<file path="src/rtl/agu_respq_pkg.sv">
// agu_resp_queue shared types: entry layout, access sizes, default widths.
package agu_respq_pkg;

  localparam int DEPTH_D  = 4;
  localparam int BR_W_D   = 20;
  localparam int ADDR_W_D = 40;
  localparam int DATA_W_D = 65;
  localparam int ROB_W_D  = 7;
  localparam int LSQ_W_D  = 5;

  localparam logic [1:0] MEM_B = 2'd0;
  localparam logic [1:0] MEM_H = 2'd1;
  localparam logic [1:0] MEM_W = 2'd2;
  localparam logic [1:0] MEM_D = 2'd3;

  typedef struct packed {
    logic [ADDR_W_D-1:0] addr;
    logic [DATA_W_D-1:0] data;
    logic                mxcpt;
    logic                is_load;
    logic                is_sta;
    logic                is_std;
    logic [1:0]          mem_size;
    logic [ROB_W_D-1:0]  rob_idx;
    logic [LSQ_W_D-1:0]  ldq_idx;
    logic [LSQ_W_D-1:0]  stq_idx;
  } payload_t;

  typedef struct packed {
    logic              valid;
    logic [BR_W_D-1:0] br_mask;
    payload_t          pl;
  } entry_t;

endpackage

</file>
<file path="src/rtl/agu_respq_brmask_upd.sv">
// Per-entry branch update: kill on mispredict, drop resolved mask bits.
module agu_respq_brmask_upd #(
  parameter int BR_W = 20
) (
  input  logic            in_valid,
  input  logic [BR_W-1:0] in_mask,
  input  logic [BR_W-1:0] resolve_mask,
  input  logic [BR_W-1:0] mispredict_mask,
  output logic            out_valid,
  output logic [BR_W-1:0] out_mask
);

  assign out_valid = in_valid & ~|(in_mask & mispredict_mask);
  assign out_mask  = in_mask & ~resolve_mask;

endmodule

</file>
<file path="src/rtl/agu_resp_queue.sv">
// AGU -> LSU decoupling queue with per-entry branch kill/resolve tracking.
// Optional AGU_RESPQ_BYPASS_EN: 0-cycle enq->deq path when the queue is empty.
module agu_resp_queue
  import agu_respq_pkg::*;
#(
  parameter int DEPTH  = DEPTH_D,
  parameter int BR_W   = BR_W_D,
  parameter int ADDR_W = ADDR_W_D,
  parameter int DATA_W = DATA_W_D,
  parameter int ROB_W  = ROB_W_D,
  parameter int LSQ_W  = LSQ_W_D
) (
  input  logic                       clock,
  input  logic                       reset,
  input  logic                       enq_valid,
  output logic                       enq_ready,
  input  logic [ADDR_W-1:0]          enq_addr,
  input  logic [DATA_W-1:0]          enq_data,
  input  logic                       enq_mxcpt,
  input  logic                       enq_is_load,
  input  logic                       enq_is_sta,
  input  logic                       enq_is_std,
  input  logic [1:0]                 enq_mem_size,
  input  logic [ROB_W-1:0]           enq_rob_idx,
  input  logic [LSQ_W-1:0]           enq_ldq_idx,
  input  logic [LSQ_W-1:0]           enq_stq_idx,
  input  logic [BR_W-1:0]            enq_br_mask,
  input  logic [BR_W-1:0]            brupdate_resolve_mask,
  input  logic [BR_W-1:0]            brupdate_mispredict_mask,
  input  logic                       flush,
  output logic                       deq_valid,
  input  logic                       deq_ready,
  output logic [ADDR_W-1:0]          deq_addr,
  output logic [DATA_W-1:0]          deq_data,
  output logic                       deq_mxcpt,
  output logic                       deq_is_load,
  output logic                       deq_is_sta,
  output logic                       deq_is_std,
  output logic [1:0]                 deq_mem_size,
  output logic [ROB_W-1:0]           deq_rob_idx,
  output logic [LSQ_W-1:0]           deq_ldq_idx,
  output logic [LSQ_W-1:0]           deq_stq_idx,
  output logic [BR_W-1:0]            deq_br_mask,
  output logic [$clog2(DEPTH):0]     count
);

  localparam int PW = $clog2(DEPTH);
  localparam int CW = PW + 1;
  localparam logic [CW-1:0] FULL = CW'(DEPTH);

  logic [PW-1:0]   head_q, tail_q;
  logic [CW-1:0]   count_q;
  logic [DEPTH-1:0] valid_q, valid_n;
  logic [BR_W-1:0] mask_q [DEPTH];
  logic [BR_W-1:0] mask_n [DEPTH];
  payload_t        pl_q [DEPTH];

  payload_t        enq_pl;
  logic            enq_v_n;
  logic [BR_W-1:0] enq_m_n;
  entry_t          enq_ent, head_ent, deq_ent;
  logic            empty, enq_fire, wr, pop, head_v;

  for (genvar i = 0; i < DEPTH; i++) begin : g_upd
    agu_respq_brmask_upd #(.BR_W(BR_W)) u_upd (
      .in_valid        (valid_q[i]),
      .in_mask         (mask_q[i]),
      .resolve_mask    (brupdate_resolve_mask),
      .mispredict_mask (brupdate_mispredict_mask),
      .out_valid       (valid_n[i]),
      .out_mask        (mask_n[i])
    );
  end

  agu_respq_brmask_upd #(.BR_W(BR_W)) u_enq_upd (
    .in_valid        (1'b1),
    .in_mask         (enq_br_mask),
    .resolve_mask    (brupdate_resolve_mask),
    .mispredict_mask (brupdate_mispredict_mask),
    .out_valid       (enq_v_n),
    .out_mask        (enq_m_n)
  );

  always_comb begin
    enq_pl          = '0;
    enq_pl.addr     = enq_addr;
    enq_pl.data     = enq_data;
    enq_pl.mxcpt    = enq_mxcpt;
    enq_pl.is_load  = enq_is_load;
    enq_pl.is_sta   = enq_is_sta;
    enq_pl.is_std   = enq_is_std;
    enq_pl.mem_size = enq_mem_size;
    enq_pl.rob_idx  = enq_rob_idx;
    enq_pl.ldq_idx  = enq_ldq_idx;
    enq_pl.stq_idx  = enq_stq_idx;
  end

  assign enq_ent  = {enq_v_n, enq_m_n, enq_pl};
  assign head_ent = {valid_n[head_q], mask_n[head_q], pl_q[head_q]};

  assign empty     = (count_q == '0);
  assign enq_ready = (count_q != FULL);
  assign enq_fire  = enq_valid & enq_ready & ~flush;
  assign head_v    = head_ent.valid & ~flush;

`ifdef AGU_RESPQ_BYPASS_EN
  logic byp;
  assign byp       = empty & ~flush;
  assign deq_ent   = byp ? enq_ent : head_ent;
  assign deq_valid = byp ? (enq_valid & enq_ent.valid) : head_v;
  assign wr        = enq_fire & ~(byp & deq_valid & deq_ready);
`else
  assign deq_ent   = head_ent;
  assign deq_valid = head_v;
  assign wr        = enq_fire;
`endif

  // Killed entries linger as bubbles; drop one per cycle when at the head.
  assign pop = ~empty & (~valid_q[head_q] | (head_v & deq_ready));

  assign deq_addr     = deq_ent.pl.addr;
  assign deq_data     = deq_ent.pl.data;
  assign deq_mxcpt    = deq_ent.pl.mxcpt;
  assign deq_is_load  = deq_ent.pl.is_load;
  assign deq_is_sta   = deq_ent.pl.is_sta;
  assign deq_is_std   = deq_ent.pl.is_std;
  assign deq_mem_size = deq_ent.pl.mem_size;
  assign deq_rob_idx  = deq_ent.pl.rob_idx;
  assign deq_ldq_idx  = deq_ent.pl.ldq_idx;
  assign deq_stq_idx  = deq_ent.pl.stq_idx;
  assign deq_br_mask  = deq_ent.br_mask;
  assign count        = count_q;

  always_ff @(posedge clock or posedge reset) begin
    if (reset) begin
      head_q  <= '0;
      tail_q  <= '0;
      count_q <= '0;
      valid_q <= '0;
    end else if (flush) begin
      head_q  <= '0;
      tail_q  <= '0;
      count_q <= '0;
      valid_q <= '0;
    end else begin
      valid_q <= valid_n;
      if (pop) begin
        valid_q[head_q] <= 1'b0;
        head_q          <= head_q + 1'b1;
      end
      if (wr) begin
        valid_q[tail_q] <= enq_ent.valid;
        tail_q          <= tail_q + 1'b1;
      end
      unique case ({wr, pop})
        2'b10:   count_q <= count_q + 1'b1;
        2'b01:   count_q <= count_q - 1'b1;
        default: count_q <= count_q;
      endcase
    end
  end

  // Payload and masks carry no reset; valid_q qualifies them.
  always_ff @(posedge clock) begin
    for (int i = 0; i < DEPTH; i++) begin
      mask_q[i] <= mask_n[i];
    end
    if (wr) begin
      pl_q[tail_q]   <= enq_ent.pl;
      mask_q[tail_q] <= enq_ent.br_mask;
    end
  end

`ifndef SYNTHESIS
  a_no_overrun: assert property (@(posedge clock) disable iff (reset)
    !(enq_valid && !enq_ready));
  a_ld_sta_excl: assert property (@(posedge clock) disable iff (reset)
    !(enq_valid && enq_is_sta && enq_is_load));
  a_count_max: assert property (@(posedge clock) disable iff (reset)
    count_q <= FULL);
`endif

endmodule

</file>
<file path="config.mk">
export PLATFORM = sky130hd
export DESIGN_NAME = agu_resp_queue
export DESIGN_NICKNAME = d
export VERILOG_FILES = /design/src/rtl/agu_respq_pkg.sv /design/src/rtl/agu_respq_brmask_upd.sv /design/src/rtl/agu_resp_queue.sv
export SDC_FILE = /design/constraint.sdc
export NUM_CORES = 1
export LEC_CHECK = 0
export ABC_AREA = 1
export BUFFER_PORTS_ARGS = -buffer_cell sky130_fd_sc_hd__buf_2
export CORE_ASPECT_RATIO = 0.7
export CORE_MARGIN = 1
export CORE_UTILIZATION = 55
export CTS_CLUSTER_DIAMETER = 60
export DETAILED_ROUTE_END_ITERATION = 7
export HOLD_SLACK_MARGIN = 0.12
export PLACE_DENSITY = 0.84
export SYNTH_ARGS = -nofsm -noshare
export SYNTH_HDL_FRONTEND = slang
export SYNTH_SLANG_ARGS = --single-unit
</file>
<file path="constraint.sdc">
create_clock -name clock -period 11.59 [get_ports clock]
set_input_delay 2.318 -clock clock [delete_from_list [all_inputs] [get_ports clock]]
set_output_delay 2.318 -clock clock [all_outputs]
set_load 0.01 [all_outputs]
</file>
==> impl_results.md <==
- Warnings, synthesis: 0
- Share of layout cells above drive strength 1: a little under 20%
- Yosys cell types: 32
- Net Count, Synth: 2,236
- Final worst-path cycle share: 55.1%
- Synth top area share: 64.5%
- Critical path, cell by cell: inv_8 > buf_4 > nor2_1 > o32ai_1 > buf_2
- Max-cap viol count: 0
- Largest net degree at the start of global routing: 245
- Worst Path Class, Setup: flop to output port
- Total setup buffers inserted after CTS: 0
- First-pass GRT wire length: 94,300 um
- Clk slew on worst S/H paths: ~70 ps
- P&R area growth vs syn: 16.7%
- Initial core utilization: 56.0%
- EDFF count, synth: around 500
- Hold Path Class: flop to flop
- Clk_skew: 28.3 ps
- RD Place Congestion: 0.982
- DR iter-0 viols: around 1,900
- Arrival time worst endpoint: 4070 ps
- Total grt overflow: 0
- Final core occ: between 60% and 70%
- Tot GR Track Use: 27.6%
- Status: completed
- Num ports: 346
- DIE WIDTH: 251 um
- CTS buffer count: 54
- Std cell rows: 63
- Final Max Tran Viols: 0
- Via density: 5.92
- Max_slew headroom: 3.53%
- Endpoints failing setup: 0
- Gate Count Post-Synth: between 2,000 and 2,500
- Worst vdd ir: around 0.2 mV
- CTS max path bufs: 3
- Die Y: 176 um
- Top Family by Delay on Critical Path: buffers and inverters
- Buf+Inv Stages, Crit Path: 3
- Layout Nets: 2,535
- Clock root buffer: clkbuf_16
- Die area: 44,200 um2
- Worst-Margin Slew: 1450 ps
- Leakage: 0.0101 uW
- PwrDens: ~220 nW/um2
- Max H-tree Level: 2
- RSZ-0062 raised after global routing: false
- WL per Instance: 21.2 um
- Worst Path Required: about 9300 ps
- Initial antenna violation count: 14
- Sink Count: 603
- Seq cells post-synth: 603
- Drt pass-1 iters: 6
- Async set-reset flop share out of synthesis: 1.82%
- Post-CTS Hold Fix Bufs: 0
- Routed Antenna Nets: 0
- Final Hold Viols: 0
- Crit end category: output port
- Core area: between 40,000 and 50,000 um2
- DP HPWL: 37,500 um
- Mapped Area: ~24,000 um2
- Worst setup SP type: flop
- Top cells by area, synth: edfxtp_1 (64%), o21ai_0 (7.6%), dfxtp_1 (6.7%)
- Post-cts resize count: 0
- Total routed wirelength: about 62,000 um
- Via count: 17,400
- Vias in the first global route: 16,400
- Fill cells: 3,058
- Peak Freq: 157 MHz
- Buffers added on ports: 345
- Primary FF master, synth: edfxtp_1
- Worst-path fanout max: 219
- Synth area leader: edfxtp_1
- Register area share after synthesis: between 70% and 80%
- CTS tree: done
- Fin crit period: about 6400 ps
- Worst skew pair latency: 590 ps
- Average cell area after synthesis: approximately 12 um2
- Setup TNS: 0 ps
- Worst-path cell with the longest stage delay: buf_4
- Critical Path Max Stage Delay: a little under 900 ps
- DRC viols: 0
## logic make-up after synthesis
kind of cell	after synthesis	synth area share, %
adders and majority gates	9	0.504
buffers and inverters	198	3.19
xor gates and xnor gates	1	0.0367
AOI/OAI and AO/OA	556	12.7
DFF	603	72.4
and+or+nand+nor	667	11.2
## worst paths after layout
check	from	to	slack, ps	cells past startpoint
min in group asynchronous	reset	count[0]	1760	2
min reg2reg	mask_q[1][4]	mask_q[1][4]	510	2
max in group asynchronous	reset	head_q[1]	9480	2
max	head_q[0]	deq_br_mask[19]	5200	5
max reg2reg	head_q[0]	count[2]	7080	14
min	mask_q[1][4]	mask_q[1][4]	510	2
## flip-flops by register name (all words and copies together) (netlist names)
name     count
valid_q      4
mask_q      80
head_q       2
pl_q       512
tail_q       2
count        3
## per-stage QoR
stage	hold slack, ps	cell area [um2]	total power, uW	cells	setup slack (ps)
finish	514	27800	6180	2942	5200
global route	530	27800	6440	2940	5000
CTS	515	27800	6180	2931	5290
detailed placement	501	26000	4340	2829	5690
global placement	502	26000	4280	2829	5700
floorplan	475	23800	3610	2034	5790
## cells in the mapped netlist, types with 2 or more instances
| cell type | count |
|---|---|
| a21oi_1 | 43 |
| buf_1 | 3 |
| buf_2 | 7 |
| buf_4 | 2 |
| clkbuf_1 | 103 |
| dfrtp_1 | 11 |
| dfxtp_1 | 80 |
| edfxtp_1 | 512 |
| ha_1 | 8 |
| inv_1 | 79 |
| inv_2 | 3 |
| nand2_1 | 229 |
| nand2_2 | 3 |
| nand2_4 | 2 |
| nand3_1 | 58 |
| nand4_1 | 16 |
| nor2_1 | 349 |
| nor2_2 | 2 |
| nor3_1 | 2 |
| o21ai_0 | 360 |
| o21ai_1 | 4 |
| o22ai_1 | 129 |
| o32ai_1 | 20 |
## cells in the final DEF, fill, tap and decap left out, types with 6 or more instances in the layout
cell,instances
dfrtp_1,9
nor2_1,349
clkbuf_16,55
clkinv_1,12
ha_1,8
o22ai_1,129
buf_4,12
diode_2,11
buf_2,345
nand4_1,16
nand3_1,58
dfxtp_1,80
edfxtp_1,512
o32ai_1,20
nand2_2,6
clkbuf_1,6
a21oi_1,43
clkinv_2,15
o21ai_0,360
bufinv_16,8
nand2_1,226
inv_1,73
## tightest hold or removal path, cell delays in order, from the launching register on
cell and delay (ps):
dfxtp_1 330, nand3_1 70, o21ai_0 70
## report_power, final
group	switching (uW)	total, uW	internal [uW]
clock	789	1850	1060
combinational	1210	1790	572
sequential	71.6	2540	2470
## routing by layer
metal / vias to the layer above / track usage, % / part of all wire [%] / routed length, um
met5: - / 0 / 0.059 / 37
li1: 7959 / - / - / -
met2: 936 / 44.1 / 47 / 29200
met3: 139 / 5.37 / 9.1 / 5700
met1: 8365 / 38.6 / 41 / 25600
met4: 6 / 8.36 / 2.8 / 1730
## cell type report
class / count / area (um2) / share of cell area, %
sequential: 603 / 17300 / 62.0
multi-input combinational: 1233 / 5840 / 21.0
timing repair buffer: 358 / 1840 / 6.60
clock buffer: 62 / 1410 / 5.08
tap: 552 / 691 / 2.48
clock inverter: 40 / 429 / 1.54
inverter: 83 / 340 / 1.22
antenna: 11 / 27.5 / 0.0989
Note: power is estimated with default switching activity, not from simulation.
